$ cat src/rtl/clk_period_meter_pkg.sv
// rtl/clk_period_meter_pkg.sv - shared types and constants for the period meter
// Purpose: measurement FSM state encoding and the counter-saturation helper.
// Ports: none (package).
package clk_period_meter_pkg;

  typedef enum logic [1:0] {
    ST_IDLE = 2'd0,
    ST_ARM  = 2'd1,
    ST_MEAS = 2'd2
  } state_t;

  // All-ones value of a counter of the given width (saturation ceiling).
  function automatic logic [63:0] cnt_max(input int unsigned width);
    if (width >= 64) cnt_max = {64{1'b1}};
    else             cnt_max = (64'd1 << width) - 64'd1;
  endfunction

endpackage

$ cat src/rtl/clk_period_meter_toggle_detect.sv
// rtl/clk_period_meter_toggle_detect.sv - toggle detector with optional input synchroniser
// Purpose: flags every cycle in which the (optionally synchronised) wave differs
//          from its value on the previous clock.
// Macro:   CLK_PERIOD_METER_SYNC_EN adds a 2-flop synchroniser ahead of detection.
// Ports:
//   i_clk    in  1  system clock
//   i_rst_n  in  1  synchronous active-low reset
//   i_sig    in  1  wave under test
//   o_edge   out 1  combinational toggle flag (sampled by the parent FSM)
import clk_period_meter_pkg::*;

module toggle_detect (
  input  logic i_clk,
  input  logic i_rst_n,
  input  logic i_sig,
  output logic o_edge
);

  logic w_s;
  logic r_sig_q;

`ifdef CLK_PERIOD_METER_SYNC_EN
  logic r_sync1;
  logic r_sync2;

  always_ff @(posedge i_clk) begin
    if (!i_rst_n) begin
      r_sync1 <= 1'b0;
      r_sync2 <= 1'b0;
    end else begin
      r_sync1 <= i_sig;
      r_sync2 <= r_sync1;
    end
  end

  assign w_s = r_sync2;
`else
  assign w_s = i_sig;
`endif

  // Previous sample is tracked in every FSM state so that re-arming never
  // sees a stale level as a fresh toggle.
  always_ff @(posedge i_clk) begin
    if (!i_rst_n) r_sig_q <= 1'b0;
    else          r_sig_q <= w_s;
  end

  assign o_edge = w_s ^ r_sig_q;

endmodule

$ cat src/rtl/clk_period_meter.sv
// rtl/clk_period_meter.sv - half-period meter for a divided square wave
// Purpose: counts clk cycles between successive toggles of i_sig_in, reports
//          each run length, a lock flag for steady rates and a sticky timeout.
// Macro:   CLK_PERIOD_METER_SYNC_EN (see toggle_detect) adds 2 cycles of latency.
// Ports:
//   i_clk          in  1      system clock, sole domain
//   i_rst_n        in  1      synchronous active-low reset
//   i_enable       in  1      1 = measure, 0 = hold in IDLE
//   i_sig_in       in  1      wave under test
//   o_half_period  out WIDTH  cycles between the last two toggles
//   o_valid        out 1      one-cycle pulse when o_half_period updates
//   o_locked       out 1      last two measurements equal
//   o_timeout      out 1      sticky: no toggle for TIMEOUT cycles
import clk_period_meter_pkg::*;

module clk_period_meter #(
  parameter int WIDTH   = 32,
  parameter int TIMEOUT = 1000000
) (
  input  logic             i_clk,
  input  logic             i_rst_n,
  input  logic             i_enable,
  input  logic             i_sig_in,
  output logic [WIDTH-1:0] o_half_period,
  output logic             o_valid,
  output logic             o_locked,
  output logic             o_timeout
);

  localparam logic [WIDTH-1:0] CNT_MAX   = WIDTH'(cnt_max(WIDTH));
  localparam logic [WIDTH-1:0] TIMEOUT_C = WIDTH'(TIMEOUT);
  localparam logic [WIDTH-1:0] ONE       = WIDTH'(1);

  logic w_edge;

  state_t           r_state, w_state_n;
  logic [WIDTH-1:0] r_cnt, w_cnt_n;
  logic [WIDTH-1:0] r_hp, w_hp_n;
  logic             r_valid, w_valid_n;
  logic             r_locked, w_locked_n;
  logic             r_timeout, w_timeout_n;
  // A previous measurement exists in the current MEAS session.
  logic             r_have_prev, w_have_prev_n;

  toggle_detect u_toggle_detect (
    .i_clk   (i_clk),
    .i_rst_n (i_rst_n),
    .i_sig   (i_sig_in),
    .o_edge  (w_edge)
  );

  always_ff @(posedge i_clk) begin
    if (!i_rst_n) begin
      r_state     <= ST_IDLE;
      r_cnt       <= '0;
      r_hp        <= '0;
      r_valid     <= 1'b0;
      r_locked    <= 1'b0;
      r_timeout   <= 1'b0;
      r_have_prev <= 1'b0;
    end else begin
      r_state     <= w_state_n;
      r_cnt       <= w_cnt_n;
      r_hp        <= w_hp_n;
      r_valid     <= w_valid_n;
      r_locked    <= w_locked_n;
      r_timeout   <= w_timeout_n;
      r_have_prev <= w_have_prev_n;
    end
  end

  always_comb begin
    w_state_n     = r_state;
    w_cnt_n       = r_cnt;
    w_hp_n        = r_hp;
    w_valid_n     = 1'b0;
    w_locked_n    = r_locked;
    w_timeout_n   = r_timeout;
    w_have_prev_n = r_have_prev;

    // Disable dominates any toggle seen in the same cycle.
    if (!i_enable) begin
      w_state_n  = ST_IDLE;
      w_cnt_n    = '0;
      w_locked_n = 1'b0;
    end else begin
      case (r_state)
        ST_IDLE: begin
          w_cnt_n   = '0;
          w_state_n = ST_ARM;
        end
        ST_ARM: begin
          // First run is partial, so the first toggle only starts counting.
          if (w_edge) begin
            w_cnt_n       = ONE;
            w_have_prev_n = 1'b0;
            w_state_n     = ST_MEAS;
          end else if (r_cnt == TIMEOUT_C) begin
            w_timeout_n = 1'b1;
            w_cnt_n     = '0;
          end else begin
            w_cnt_n = r_cnt + ONE;
          end
        end
        ST_MEAS: begin
          // A toggle exactly at the timeout count is still a measurement.
          if (w_edge) begin
            w_hp_n        = r_cnt;
            w_valid_n     = 1'b1;
            w_locked_n    = r_have_prev && (r_cnt == r_hp);
            w_have_prev_n = 1'b1;
            w_timeout_n   = 1'b0;
            w_cnt_n       = ONE;
          end else if (r_cnt == TIMEOUT_C) begin
            w_timeout_n = 1'b1;
            w_locked_n  = 1'b0;
            w_cnt_n     = '0;
            w_state_n   = ST_ARM;
          end else if (r_cnt != CNT_MAX) begin
            w_cnt_n = r_cnt + ONE;
          end
        end
        default: begin
          w_state_n = ST_IDLE;
          w_cnt_n   = '0;
        end
      endcase
    end
  end

  assign o_half_period = r_hp;
  assign o_valid       = r_valid;
  assign o_locked      = r_locked;
  assign o_timeout     = r_timeout;

endmodule

$ cat config.mk
export PLATFORM = sky130hd
export DESIGN_NAME = clk_period_meter
export DESIGN_NICKNAME = d
export VERILOG_FILES = /design/src/rtl/clk_period_meter_pkg.sv /design/src/rtl/clk_period_meter_toggle_detect.sv /design/src/rtl/clk_period_meter.sv
export SDC_FILE = /design/constraint.sdc
export NUM_CORES = 1
export LEC_CHECK = 0
export BUFFER_PORTS_ARGS = -buffer_cell sky130_fd_sc_hd__buf_2
export CAP_MARGIN = 20
export CORE_ASPECT_RATIO = 1.1
export CORE_MARGIN = 5
export CORE_UTILIZATION = 59
export DETAILED_ROUTE_END_ITERATION = 10
export GPL_ROUTABILITY_DRIVEN = 0
export GPL_TIMING_DRIVEN = 1
export PLACE_DENSITY = 0.91
export SYNTH_ARGS = -nofsm -noshare
export SYNTH_HDL_FRONTEND = slang
export SYNTH_HIERARCHICAL = 1
export SYNTH_SLANG_ARGS = --single-unit
$ cat constraint.sdc
create_clock -name i_clk -period 2.7 [get_ports i_clk]
set_input_delay 0.27 -clock i_clk [delete_from_list [all_inputs] [get_ports i_clk]]
set_output_delay 0.27 -clock i_clk [all_outputs]
set_load 0.03 [all_outputs]
; ---- After elaboration in Yosys (flattened, before gate mapping)
; Cells that the tools add are included.
[totals]
ff_bits = 71
word_cells = 52
inputBits = 4
[op_classes]
bitwise_logic = 1
reduce_logical = 11
n_mux = 20
add_sub_neg = 1
eq_ne = 11
[ops]
columns = op, n
row1 = 32-bit 2-to-1 mux, 5
row2 = 32-bit case mux with 2 select lines, 1
row3 = "32-bit by 1-bit adder with 32-bit output, second input constant", 1
row4 = "32-bit by 20-bit equality test with 1-bit output, second input constant", 1
row5 = 32-bit equality test, 1
row6 = "32-bit != test, second input constant", 1
row7 = 3-bit AND reduction, 4
row8 = 1-bit 2-to-1 mux, 8
row9 = 2-bit 2-to-1 mux, 3
row10 = "2-bit != test, second input constant", 3
row11 = 2-bit case mux with 3 select lines, 1
row12 = "2-bit by 1-bit != test with 1-bit output, second input constant", 2
row13 = "4-bit by 3-bit != test with 1-bit output, second input constant", 1
row14 = 1-bit case mux with 2 select lines, 2
row15 = 2-bit AND reduction, 2
row16 = 4-bit AND reduction, 1
row17 = 2-bit nonzero test, 2
row18 = "2-bit by 1-bit equality test with 1-bit output, second input constant", 1
row19 = "2-bit equality test, second input constant", 1
row20 = 2-bit zero test, 1
row21 = 1-bit logical AND, 1
row22 = 1-bit XOR, 1

; ---- Depth between registers and ports, before layout
[logic_depth]
ltp_word = 5
ltp_mapped = 10
depth_no_buf = 7

; ---- Modules after synthesis
; Netlist, hierarchy kept.
[by_module_without_submodules]
columns = mod, area_per_inst_um2, cells_each, n_inst
row1 = clk_period_meter, 3779.9, 451, 1
row2 = toggle_detect, 36.3, 3, 1

; ---- Worst setup path before layout
; Ideal clock, no wire load.
[synth_timing]
path_type = register to register
start = reg r_cnt[0]
end = reg r_cnt[28]
t_arrival_ps = 2049
stages_incl_launch_ff = 8
required_time_ps = 2643
slack_ps = 594
n_path_buf = 1
cell_sequence = dfxtp_1 -> ha_1 -> nand2_1 -> nor3_1 -> nand4_1 -> a211o_2 -> buf_2 -> o21ba_2
[synth_via]
elab_chain_cells = 5
[synth_lines]
columns = item, line
row1 = from (decl), clk_period_meter.sv:37  ; logic [WIDTH-1:0] r_cnt, w_cnt_n;
row2 = from (signal assigned), clk_period_meter.sv:63  ; r_cnt <= w_cnt_n;
row3 = 32-bit by 1-bit adder with 32-bit output, "clk_period_meter.sv:102, clk_period_meter.sv:120"
row4 = 32-bit 2-to-1 mux, clk_period_meter.sv:119  ; end else if (r_cnt != CNT_MAX) begin
row5 = 32-bit 2-to-1 mux, clk_period_meter.sv:114  ; end else if (r_cnt == TIMEOUT_C) begin
row6 = 32-bit 2-to-1 mux, clk_period_meter.sv:107  ; if (w_edge) begin
row7 = 32-bit case mux with 2 select lines, clk_period_meter.sv:87  ; case (r_state)
; Parallel ways exist; a longest one is shown, timed or not. The select of a mux whose other input is x is not followed.
; A chain may end at the register's enable or synchronous reset.

; ---- Final worst setup path
[layout_timing]
start = reg r_cnt[3]
end = reg r_cnt[28]
; Same word-level chain as after synthesis.

==> out/metrics.cfg <==
[floorplan]
placementRows = 30
fp.dieW_microns = 86.7
initial_core_util_pct = 61.2
die-area_sq_mm = 0.00818
io_pins = 39
die_h_microns = 94.4
core-area_sq_mm = 0.00623

[critical_path]
cp.required_ns = 3.00
setup.worst_path.end_class = flop
critPathMaxFanout = 30
start_kind = flop
slowest_stage = a211o_4
timing_worst_setup_path_type = reg2reg
critical_path.max_stage_delay_ns = 0.57
path_cells = nand4_4 > nor3_1 > nand4_1 > a211o_4 > o21ba_2
cp_top_family = simple AND/OR/NAND/NOR gates
path_buf_inv = 0
arrival_ns = 2.76

[cells_and_area]
n_antenna_cell = 0
final_layout_size_suffix_gt1_share_pct = 17.9
nets = 485
area_growth_pct = 9.18
fin_area_sq_mm = 0.00417

[global_route]
grt_use_total_pct = 27.2
grt_pass1_wl_mm = 17.4
antenna_found_initial = 0
grt_overflow = 0
grt_pass1_vias = 3520
grt_start_max_net_pins = 37

[detailed_routing]
wl_met1_mm = 3.97
highest_layer = met4
drt_iter0_drc = 403
vias = 3596
dr.pass1.iters = 5
dr_wl_met2_mm = 4.93
wirelength_mm = 10.3
wl_per_cell_microns = 18.4
drc = 0
met3WireLength_microns = 836
viasPerCell = 6.41
final_antenna_net_count = 0

[yosys]
synth.distinct_cells = 55
synthFlopType = dfxtp_1
syn_avg_cell_area_sq_um = 8.41
synth_edf_count = 0
async_flop_share_pct = 0
synthCells = 454
synth_fp_nets = 463
synth.yosys.warnings = 6
synth_area_sq_mm = 0.00382
ys_ff_latch = 71
yosysSeqAreaShare_pct = 37.2

[placed_design]
placed_area_sq_mm = 0.00395
io_buffers = 38
dp_hpwl_mm = 7.05

[pwr]
irDropWorstVdd_mv = 0.335
power_uw = 1990
p_leak_uw = 0.00142
powerDensity_mw_per_mm2 = 478

[timing]
finClkSkew_ns = 0.0104
finalSetupTns_ns = 0
slew_headroom_pct = 65.5
hold_violations = 0
period_share_pct = 91.2
setup_viol = 0
layout_min_cycle_time_ns = 2.46
max_freq_ghz = 0.406
worst_pin_slew_ns = 0.518
rsz0062_at_grt = no
slew_violations = 0

[worst_hold_path]
hold_class = in2reg

[clock_tree]
htreeDepth = 3
cts_setup_buffers = 0
cts_tree = built
cts_root_buf = clkbuf_8
clock_sinks = 71
clock_path_buffers = 2
tritoncts.num_buffers = 9
clk_latency_ns = 0.36
clkTransAtPathRegs_ns = 0.08

[outcome]
status = finished, final reports clean

[flow_run]
cap_violations = 0

==> cell type report <==
| type | instances | area [sq um] |
|---|---|---|
| flip-flops and latches | 71 | 1420 |
| fillers | 518 | 2060 |
| repair buffers | 47 | 258 |
| clock inverters | 6 | 68.8 |
| well taps | 80 | 100 |
| multi-input cells | 335 | 2140 |
| inverters | 12 | 45.0 |
| clock buffers | 10 | 138 |
==> path summary, 6_finish.rpt <==
kind | startpoint | endpoint | slack [ns] | depth (start not counted)
worst min-delay path | i_sig_in | u_toggle_detect/r_sig_q | 0.15 | 2
worst min register to register | o_half_period[28] | o_half_period[28] | 0.49 | 2
worst max register to register | r_cnt[3] | r_cnt[28] | 0.24 | 5
worst max-delay path | r_cnt[3] | r_cnt[28] | 0.24 | 5
==> flip-flops by register name, indices dropped and copies added (netlist names) <==
| name | flops |
|---|---|
| o_half_period | 32 |
| r_cnt | 32 |
| o_valid | 1 |
| r_have_prev | 1 |
| r_state | 2 |
| u_toggle_detect/r_sig_q | 1 |
| o_timeout | 1 |
| o_locked | 1 |
==> synthesized netlist by cell type (all sizes together), types with 2 or more instances <==
cell type,n,area (sq um)
and2,6,40.0
a21boi,32,240
nand2,83,314
a211oi,6,45.0
xor2,5,43.8
or3,8,51.3
nor4b,2,17.5
nor4,9,92.6
nor3,8,40.0
buf,13,92.6
or4b,3,30.0
o21ai,13,65.1
and3,8,55.1
inv,12,45.0
nor2,9,33.8
nand4,21,161
ha,5,62.6
clkbuf,23,129
a31oi,8,50.1
nand3,14,70.1
and4,5,45.0
dfxtp,71,1420
or4,9,70.1
xnor2,30,263
o31ai,10,75.1
a21oi,26,130
nand3b,3,22.5
o41ai,2,17.5
==> worst register-to-register path, delay by kind of cell, from the launching register on <==
| kind | cells | cell delay (ns) |
|---|---|---|
| AND/OR/NAND/NOR | 3 | 1.00 |
| AO/OA/AOI/OAI | 2 | 0.86 |
| flip-flops | 1 | 0.55 |
==> placed cells by master (no fill, tap or decap), types with 3 or more instances in the layout <==
cell type  instances
a211oi_1           6
a21boi_0          32
a21oi_1           26
a31oi_1            8
and2_1             3
and3_1             4
and3_2             4
and4_1             4
buf_2             38
buf_4              9
clkbuf_8          10
dfxtp_1           71
ha_1               5
inv_1             12
nand2_1           82
nand3_1           14
nand3b_1           3
nand4_1           19
nor2_1             9
nor3_1             8
nor4_1             6
o21ai_0           13
o31ai_1           10
or3_1              7
or4_1              7
xnor2_1           30
xor2_1             5
==> power by group <==
part	internal [uW]	switching (uW)	leakage, uW
combinational	21.8	36.3	0.000745
clock	456	425	0.000103
sequential	1050	3.35	0.000572
total	1530	465	0.00142
==> per-layer routing <==
layer	vias up	global-route usage [%]
met3	46	5.76
met2	202	42.9
met5	-	0
met1	1683	32.6
met4	0	19.6
li1	1665	-
==> cell families after synthesis <==
family	synth area share (%)
compound gates	17.9
flops	37.2
simple gates	28.2
xor+xnor	8.03
fa+ha+maj	1.64
buf+inv	6.98
==> what timing repair did <==
item                                    4_1_cts  5_1_grt
endpoints found under the setup margin        0        1
gates resized for setup                       0        1
endpoints found under the hold margin         0        0
hold buffers                                  0        0
==> through the flow <==
step	cells	setup slack, ns	hold slack [ns]	util [%]
detailed placement	545	0.267	0.485	63.4
floorplan	454	0.594	0.406	-
global placement	545	0.395	0.469	63.4
CTS	561	0.193	0.141	66.7
global route	561	0.0878	0.154	66.9
finish	561	0.237	0.153	66.9
Power figures use the tool's default switching activity.
